--- src/rtl/cache_ri_refill.sv ---
// cache_ri_refill -- line-refill engine for the data cache readable-bit store.
//
// On a refill request the engine claims the readable-bit store (sel), then
// walks the line one pair of words at a time:
//   RD_DRE -> CAP -> CHK [-> MEM -> WR_DATA] ... -> WR_DRE
// For every word that needs a fetch, it reads the word from memory and writes
// the data RAM only at bytes whose readable bit is still 0. Each pair is then
// marked fully readable (8'hFF). DONE pulses once after the last pair.
//
// Optional feature macro: CACHE_RI_SKIP_VALID_EN
//   defined   : words whose four readable bits are all set are not fetched.
//   undefined : every word is fetched; fully readable words get data_wbe=4'h0.
//
// Ports
//   clk, rst_n                      clock, async active-low reset
//   req_valid/req_ready             request handshake (ready == engine idle)
//   req_line/req_channel            line index and way to refill
//   req_mem_base                    memory word address of line word 0
//   done                            one-cycle completion pulse
//   sel                             claims the readable-bit store (ri over rw)
//   ri_read*/ri_write*              readable-bit store read/write port
//   mem_req/mem_addr/mem_ack/mem_rdata  memory read channel
//   data_*                          data RAM write port
// All outputs are registered.

module cache_ri_refill #(
  parameter int ADDR_WIDTH = 9,
  parameter int LINE_WORDS = 8,
  parameter int MEM_AW     = 30
) (
  input  logic                                    clk,
  input  logic                                    rst_n,
  input  logic                                    req_valid,
  output logic                                    req_ready,
  input  logic [ADDR_WIDTH-$clog2(LINE_WORDS)-1:0] req_line,
  input  logic [1:0]                              req_channel,
  input  logic [MEM_AW-1:0]                       req_mem_base,
  output logic                                    done,
  output logic                                    sel,
  output logic [ADDR_WIDTH-1:0]                   ri_readAddress,
  output logic [1:0]                              ri_readChannel,
  input  logic [7:0]                              ri_readData,
  output logic [ADDR_WIDTH-1:0]                   ri_writeAddress,
  output logic [1:0]                              ri_writeChannel,
  output logic                                    ri_writeEnable,
  output logic [7:0]                              ri_writeData,
  output logic                                    mem_req,
  output logic [MEM_AW-1:0]                       mem_addr,
  input  logic                                    mem_ack,
  input  logic [31:0]                             mem_rdata,
  output logic                                    data_we,
  output logic [ADDR_WIDTH-1:0]                   data_waddr,
  output logic [1:0]                              data_wchannel,
  output logic [31:0]                             data_wdata,
  output logic [3:0]                              data_wbe
);

  localparam int LW = $clog2(LINE_WORDS);
  localparam int LA = ADDR_WIDTH - LW;

  typedef enum logic [2:0] {
    S_IDLE    = 3'd0,
    S_RD_DRE  = 3'd1,
    S_CAP     = 3'd2,
    S_CHK     = 3'd3,
    S_MEM     = 3'd4,
    S_WR_DATA = 3'd5,
    S_WR_DRE  = 3'd6,
    S_DONE    = 3'd7
  } state_t;

  state_t r_state, w_state_nxt;

  // Working registers: latched request, word index {p, w}, captured readable bits
  logic [LA-1:0]     r_line, w_line_nxt;
  logic [1:0]        r_chan, w_chan_nxt;
  logic [MEM_AW-1:0] r_base, w_base_nxt;
  logic [LW-1:0]     r_widx, w_widx_nxt;
  logic [7:0]        r_re8,  w_re8_nxt;

  // Output registers
  logic                  r_req_ready, r_done, r_sel;
  logic [ADDR_WIDTH-1:0] r_ri_raddr, w_ri_raddr_nxt;
  logic [1:0]            r_ri_rchan, w_ri_rchan_nxt;
  logic [ADDR_WIDTH-1:0] r_ri_waddr, w_ri_waddr_nxt;
  logic [1:0]            r_ri_wchan, w_ri_wchan_nxt;
  logic                  r_ri_we,    w_ri_we_nxt;
  logic [7:0]            r_ri_wdata, w_ri_wdata_nxt;
  logic                  r_mem_req,  w_mem_req_nxt;
  logic [MEM_AW-1:0]     r_mem_addr, w_mem_addr_nxt;
  logic                  r_data_we,  w_data_we_nxt;
  logic [ADDR_WIDTH-1:0] r_data_waddr, w_data_waddr_nxt;
  logic [1:0]            r_data_wchan, w_data_wchan_nxt;
  logic [31:0]           r_data_wdata, w_data_wdata_nxt;
  logic [3:0]            r_data_wbe,   w_data_wbe_nxt;
  logic                  w_done_nxt;
  logic                  w_sel_nxt;
  logic                  w_ready_nxt;

  logic [3:0]            w_re4;
  logic                  w_need_fetch;
  logic [LW-1:0]         w_widx_inc;
  logic [ADDR_WIDTH-1:0] w_pair_addr;
  logic                  w_last_pair;

  // Readable bits of the word currently examined: bit0 of the index picks the nibble
  assign w_re4       = r_widx[0] ? r_re8[7:4] : r_re8[3:0];
  assign w_widx_inc  = r_widx + LW'(1);
  assign w_pair_addr = {r_line, r_widx & ~LW'(1)};
  assign w_last_pair = ((r_widx | LW'(1)) == LW'(LINE_WORDS - 1));

`ifdef CACHE_RI_SKIP_VALID_EN
  assign w_need_fetch = (w_re4 != 4'hF);
`else
  assign w_need_fetch = 1'b1;
`endif

  // Outputs are registered from the next state, so they line up with the state they belong to
  assign w_sel_nxt   = (w_state_nxt != S_IDLE);
  assign w_ready_nxt = (w_state_nxt == S_IDLE);

  // Next-state, datapath and next-output decode
  always_comb begin
    w_state_nxt      = r_state;
    w_line_nxt       = r_line;
    w_chan_nxt       = r_chan;
    w_base_nxt       = r_base;
    w_widx_nxt       = r_widx;
    w_re8_nxt        = r_re8;
    w_ri_raddr_nxt   = r_ri_raddr;
    w_ri_rchan_nxt   = r_ri_rchan;
    w_ri_waddr_nxt   = r_ri_waddr;
    w_ri_wchan_nxt   = r_ri_wchan;
    w_ri_wdata_nxt   = r_ri_wdata;
    w_ri_we_nxt      = 1'b0;
    w_mem_req_nxt    = 1'b0;
    w_mem_addr_nxt   = r_mem_addr;
    w_data_we_nxt    = 1'b0;
    w_data_waddr_nxt = r_data_waddr;
    w_data_wchan_nxt = r_data_wchan;
    w_data_wdata_nxt = r_data_wdata;
    w_data_wbe_nxt   = r_data_wbe;
    w_done_nxt       = 1'b0;

    case (r_state)
      S_IDLE: begin
        if (req_valid && r_req_ready) begin
          w_state_nxt    = S_RD_DRE;
          w_line_nxt     = req_line;
          w_chan_nxt     = req_channel;
          w_base_nxt     = req_mem_base;
          w_widx_nxt     = {LW{1'b0}};
          w_ri_raddr_nxt = {req_line, {LW{1'b0}}};
          w_ri_rchan_nxt = req_channel;
        end else begin
          w_state_nxt = S_IDLE;
        end
      end

      S_RD_DRE: begin
        w_state_nxt = S_CAP;
      end

      S_CAP: begin
        w_re8_nxt   = ri_readData;
        w_widx_nxt  = r_widx & ~LW'(1);
        w_state_nxt = S_CHK;
      end

      S_CHK: begin
        if (w_need_fetch) begin
          w_state_nxt    = S_MEM;
          w_mem_req_nxt  = 1'b1;
          w_mem_addr_nxt = r_base + MEM_AW'(r_widx);
        end else if (!r_widx[0]) begin
          w_widx_nxt  = r_widx | LW'(1);
          w_state_nxt = S_CHK;
        end else begin
          w_state_nxt    = S_WR_DRE;
          w_ri_we_nxt    = 1'b1;
          w_ri_waddr_nxt = w_pair_addr;
          w_ri_wchan_nxt = r_chan;
          w_ri_wdata_nxt = 8'hFF;
        end
      end

      S_MEM: begin
        // mem_rdata is latched straight into the data-RAM write register
        if (mem_ack) begin
          w_state_nxt      = S_WR_DATA;
          w_data_we_nxt    = 1'b1;
          w_data_waddr_nxt = {r_line, r_widx};
          w_data_wchan_nxt = r_chan;
          w_data_wdata_nxt = mem_rdata;
          w_data_wbe_nxt   = ~w_re4;
        end else begin
          w_mem_req_nxt = 1'b1;
        end
      end

      S_WR_DATA: begin
        if (!r_widx[0]) begin
          w_widx_nxt  = r_widx | LW'(1);
          w_state_nxt = S_CHK;
        end else begin
          w_state_nxt    = S_WR_DRE;
          w_ri_we_nxt    = 1'b1;
          w_ri_waddr_nxt = w_pair_addr;
          w_ri_wchan_nxt = r_chan;
          w_ri_wdata_nxt = 8'hFF;
        end
      end

      S_WR_DRE: begin
        if (w_last_pair) begin
          w_state_nxt = S_DONE;
          w_done_nxt  = 1'b1;
        end else begin
          w_state_nxt    = S_RD_DRE;
          w_widx_nxt     = w_widx_inc;
          w_ri_raddr_nxt = {r_line, w_widx_inc};
        end
      end

      S_DONE: begin
        w_state_nxt = S_IDLE;
      end

      default: begin
        w_state_nxt = S_IDLE;
      end
    endcase
  end

  // FSM state register
  always_ff @(posedge clk or negedge rst_n) begin
    if (!rst_n) begin
      r_state <= S_IDLE;
    end else begin
      r_state <= w_state_nxt;
    end
  end

  // Datapath and registered outputs; reset drops every strobe immediately
  always_ff @(posedge clk or negedge rst_n) begin
    if (!rst_n) begin
      r_line       <= {LA{1'b0}};
      r_chan       <= 2'b00;
      r_base       <= {MEM_AW{1'b0}};
      r_widx       <= {LW{1'b0}};
      r_re8        <= 8'h00;
      r_req_ready  <= 1'b1;
      r_done       <= 1'b0;
      r_sel        <= 1'b0;
      r_ri_raddr   <= {ADDR_WIDTH{1'b0}};
      r_ri_rchan   <= 2'b00;
      r_ri_waddr   <= {ADDR_WIDTH{1'b0}};
      r_ri_wchan   <= 2'b00;
      r_ri_we      <= 1'b0;
      r_ri_wdata   <= 8'h00;
      r_mem_req    <= 1'b0;
      r_mem_addr   <= {MEM_AW{1'b0}};
      r_data_we    <= 1'b0;
      r_data_waddr <= {ADDR_WIDTH{1'b0}};
      r_data_wchan <= 2'b00;
      r_data_wdata <= 32'h0000_0000;
      r_data_wbe   <= 4'h0;
    end else begin
      r_line       <= w_line_nxt;
      r_chan       <= w_chan_nxt;
      r_base       <= w_base_nxt;
      r_widx       <= w_widx_nxt;
      r_re8        <= w_re8_nxt;
      r_req_ready  <= w_ready_nxt;
      r_done       <= w_done_nxt;
      r_sel        <= w_sel_nxt;
      r_ri_raddr   <= w_ri_raddr_nxt;
      r_ri_rchan   <= w_ri_rchan_nxt;
      r_ri_waddr   <= w_ri_waddr_nxt;
      r_ri_wchan   <= w_ri_wchan_nxt;
      r_ri_we      <= w_ri_we_nxt;
      r_ri_wdata   <= w_ri_wdata_nxt;
      r_mem_req    <= w_mem_req_nxt;
      r_mem_addr   <= w_mem_addr_nxt;
      r_data_we    <= w_data_we_nxt;
      r_data_waddr <= w_data_waddr_nxt;
      r_data_wchan <= w_data_wchan_nxt;
      r_data_wdata <= w_data_wdata_nxt;
      r_data_wbe   <= w_data_wbe_nxt;
    end
  end

  assign req_ready       = r_req_ready;
  assign done            = r_done;
  assign sel             = r_sel;
  assign ri_readAddress  = r_ri_raddr;
  assign ri_readChannel  = r_ri_rchan;
  assign ri_writeAddress = r_ri_waddr;
  assign ri_writeChannel = r_ri_wchan;
  assign ri_writeEnable  = r_ri_we;
  assign ri_writeData    = r_ri_wdata;
  assign mem_req         = r_mem_req;
  assign mem_addr        = r_mem_addr;
  assign data_we         = r_data_we;
  assign data_waddr      = r_data_waddr;
  assign data_wchannel   = r_data_wchan;
  assign data_wdata      = r_data_wdata;
  assign data_wbe        = r_data_wbe;

endmodule

--- config.mk ---
export PLATFORM = sky130hd
export DESIGN_NAME = cache_ri_refill
export DESIGN_NICKNAME = d
export VERILOG_FILES = /design/src/rtl/cache_ri_refill.sv
export SDC_FILE = /design/constraint.sdc
export NUM_CORES = 1
export LEC_CHECK = 0
export ABC_AREA = 1
export ABC_CLOCK_PERIOD_IN_PS = 2300
export CORE_ASPECT_RATIO = 0.7
export CORE_MARGIN = 1
export CORE_UTILIZATION = 50
export CTS_BUF_LIST = sky130_fd_sc_hd__clkbuf_2
export CTS_CLUSTER_DIAMETER = 50
export DETAILED_ROUTE_END_ITERATION = 8
export PLACE_DENSITY = 0.93
export SYNTH_ARGS = -nofsm -noshare
export SYNTH_HDL_FRONTEND = slang
export SYNTH_SLANG_ARGS = --single-unit
--- constraint.sdc ---
create_clock -name clk -period 2.3 [get_ports clk]
set_input_delay 0.345 -clock clk [delete_from_list [all_inputs] [get_ports clk]]
set_output_delay 0.345 -clock clk [all_outputs]
set_load 0.02 [all_outputs]
==> flow_metrics.py <==
metrics = {
    "run_status": {
        "status": "completed",
    },
    "synth": {
        "synthSimpleGateAreaFrac_pct": 26.87,
        "synth_nets": 890,
        "ys_warn_count": 0,
        "syn_inst": 803,
        "ys_seq_area_share_pct": 56.33,
        "ys_types": 34,
        "synth_ff_type": "dfrtp_1",
        "synth_mux_area_share_pct": 3.106,
        "synth_compound_area_share_pct": 5.813,
        "synthAdderAreaFrac_pct": 1.017,
        "syn_area_per_cell_sq_um": 8.578,
        "syn-cell-area_sq_um": 6888,
        "synth_top_cell_by_area": "dfrtp_1",
        "synth_top_family_by_area": "simple AND/OR/NAND/NOR gates",
        "synthXorXnorAreaFrac_pct": 1.144,
        "yosysTopAreaCellShare_pct": 55.95,
        "yosys_register_bits": 155,
        "async_flop_share_pct": 100.0,
        "synth.area.top_cells": "dfrtp_1, nand2_1, nor2_1",
        "synth_edf_count": 0,
        "synth_common_cells": "nand2_1, dfrtp_1, nor2_1, inv_1, o21ai_0",
        "synth.most_common_cell": "nand2_1",
    },
    "setup_path": {
        "arrival_ps": 1790,
        "critPathKind": "register to primary output",
        "crit_chain": "clkdlybuf4s50_1",
        "end_kind": "primary output",
        "crit_family": "buffers and inverters",
        "slowest_delay_ps": 670,
        "critPathBufInv": 1,
        "path_max_fanout": 2,
        "critPathRequiredTime_ps": 1960,
        "cp-start-kind": "register",
        "cp_slowest_cell": "clkdlybuf4s50_1",
    },
    "global_routing": {
        "antenna_found_initial": 1,
        "grt_pass1_wl_um": 29540,
        "grt_max_degree": 63,
        "grt_remaining_overflow": 0,
        "grt_pass1_vias": 5896,
        "grt_usage_pct": 27.28,
    },
    "sta": {
        "grt_setup_unrepaired": "false",
        "finClkSkew_ps": 27.71,
        "worst-slew-pin-transition_ps": 627.6,
        "slew_headroom_pct": 58.16,
        "timing.final.crit_period_ps": 2136,
        "drv_slew": 0,
        "setup_ws_ps": 163.8,
        "period_share_pct": 92.88,
        "setup_viol_count_final": 0,
        "finalSetupTns_ps": 0,
        "fmax_mhz": 468.1,
        "hold_viol_final": 0,
    },
    "place": {
        "dp_hpwl_um": 13930,
        "port_buffers": 193,
        "dp_cells": 1164,
        "dpl_worst_slack_ps": 263.0,
        "gp_congestion": 0.9424,
    },
    "floorplan": {
        "row_count": 35,
        "die-area_sq_um": 14260,
        "start_util_pct": 51.74,
        "die_w_um": 142.3,
        "die_h_um": 100.2,
        "io_pins": 195,
        "fp.coreArea_sq_um": 13310,
    },
    "pwr": {
        "ir_worst_vdd_v": 0.0007146,
        "leakage_uw": 0.004547,
        "power_density_nw_per_um2": 1351,
    },
    "min_path": {
        "hp-class": "input port to async pin",
    },
    "clock_tree": {
        "cts_root_buf": "clkbuf_2",
        "cts_made_buffers": 17,
        "clk_latency_ps": 690,
        "cts_tree": "built",
        "clkTransAtPathRegs_ps": 220,
        "clock-sinks": 155,
        "clockBufferDepth": 2,
        "post-cts-setup-buffers": 0,
        "htree_levels": 4,
    },
    "cells_and_area": {
        "post-route-util_pct": 69.82,
        "final_layout_size_suffix_gt1_share_pct": 8.103,
        "num-fill-cells": 1035,
        "layout.nets": 1086,
        "area_growth_pct": 34.95,
        "fin_cells": 1198,
    },
    "detailed_routing": {
        "ant_nets": 0,
        "wl_um": 18480,
        "drtPass1Iterations": 5,
        "viasPerCell": 5.095,
        "num_vias": 6104,
        "drt_iter0_markers": 511,
        "drcViolationCount": 0,
        "wl_per_cell_um": 15.42,
    },
    "job": {
        "maxCapViolCount": 0,
    },
}
==> metrics by stage <==
| step | area [sq um] | hold WS [ps] | total power [uW] |
|---|---|---|---|
| detailed placement | 9006 | 370.3 | 10910 |
| global route | 9295 | 78.50 | 13400 |
| CTS | 9289 | 101.5 | 12600 |
| finish | 9295 | 153.6 | 12560 |
| floorplan | 6888 | 49.41 | 8139 |
| global placement | 9006 | 371.8 | 10700 |
==> routing by layer <==
layer  GRT usage [%]  wire (um)  up-vias
met5               0          0        -
met3           7.013       1623       26
li1                -          -     2898
met1           39.39       8325     2902
met2           40.35       8216      278
met4           8.519        313        0
==> repair_timing <==
action / 4_1_cts / 5_1_grt
endpoints found under the setup margin: 0 / 8
hold endpoints to repair: 57 / 0
hold buffers: 1 / 0
gates resized for setup: 0 / 2
==> layout by cell type, fill, tap and decap left out, types with 2 or more instances in the layout <==
| cell type | synthesis | layout |
|---|---|---|
| clkinv_4 | 0 | 2 |
| nor2_1 | 76 | 76 |
| inv_2 | 3 | 3 |
| and2_1 | 2 | 2 |
| mux2_2 | 3 | 3 |
| bufinv_16 | 0 | 4 |
| nor2_2 | 3 | 3 |
| clkdlybuf4s50_1 | 0 | 191 |
| a21oi_1 | 23 | 23 |
| dfrtp_1 | 154 | 153 |
| nor2_4 | 3 | 3 |
| xnor2_1 | 3 | 3 |
| nand3_1 | 32 | 32 |
| o21ai_0 | 43 | 43 |
| nand3_2 | 2 | 2 |
| nand2_1 | 329 | 329 |
| buf_12 | 0 | 2 |
| clkinv_1 | 0 | 2 |
| nand3b_1 | 5 | 5 |
| or2_2 | 2 | 2 |
| mux2_4 | 12 | 12 |
| clkbuf_2 | 0 | 20 |
| inv_1 | 46 | 46 |
| o211ai_1 | 6 | 6 |
| o21ai_1 | 2 | 2 |
| clkinvlp_4 | 0 | 3 |
| xor2_1 | 6 | 6 |
| ha_1 | 4 | 4 |
| buf_4 | 9 | 16 |
==> cell families after synthesis <==
kind of cell,after synthesis
AO/OA/AOI/OAI,76
flip-flops,155
other,1
XOR/XNOR,9
AND/OR/NAND/NOR,458
multiplexers,15
buffers and inverters,84
adder cells (fa/ha/maj),5
==> cell type report <==
| class | instances | area [sq um] | area share [%] |
|---|---|---|---|
| flip-flops and latches | 155 | 3881 | 41.76 |
| inverters | 49 | 183.9 | 1.979 |
| clock buffers | 20 | 100.1 | 1.077 |
| well taps | 185 | 231.5 | 2.490 |
| multi-input cells | 564 | 2618 | 28.16 |
| repair buffers | 212 | 2106 | 22.65 |
| clock inverters | 12 | 172.7 | 1.858 |
| diodes | 1 | 2.502 | 0.02692 |
==> sequential cells by signal (all words and copies together) (netlist names), 6 cells and up <==
name,count
r_base,30
ri_writeAddress,8
data_waddr,9
data_wdata,32
r_re8,8
ri_readAddress,9
mem_addr,30
r_line,6
==> worst paths after layout <==
check,from,to,slack (ps),cells past startpoint
setup reg to reg,r_widx[0],mem_addr[26],240,9
setup / recovery,mem_addr[26],mem_addr[26],160,1
hold reg to reg,r_re8[6],r_re8[6],500,2
min in group clk,mem_rdata[26],data_wdata[26],160,3
max in group asynchronous,rst_n,req_ready,1360,3
hold / removal,rst_n,mem_addr[19],150,2
==> report_power, final <==
part	internal [uW]	leakage [uW]	switching [uW]
registers	3940	0.00189	887
clock network	720	0.000155	955
logic	2690	0.00250	3360
total	7350	0.00455	5210
(Power assumes the default switching activity.)
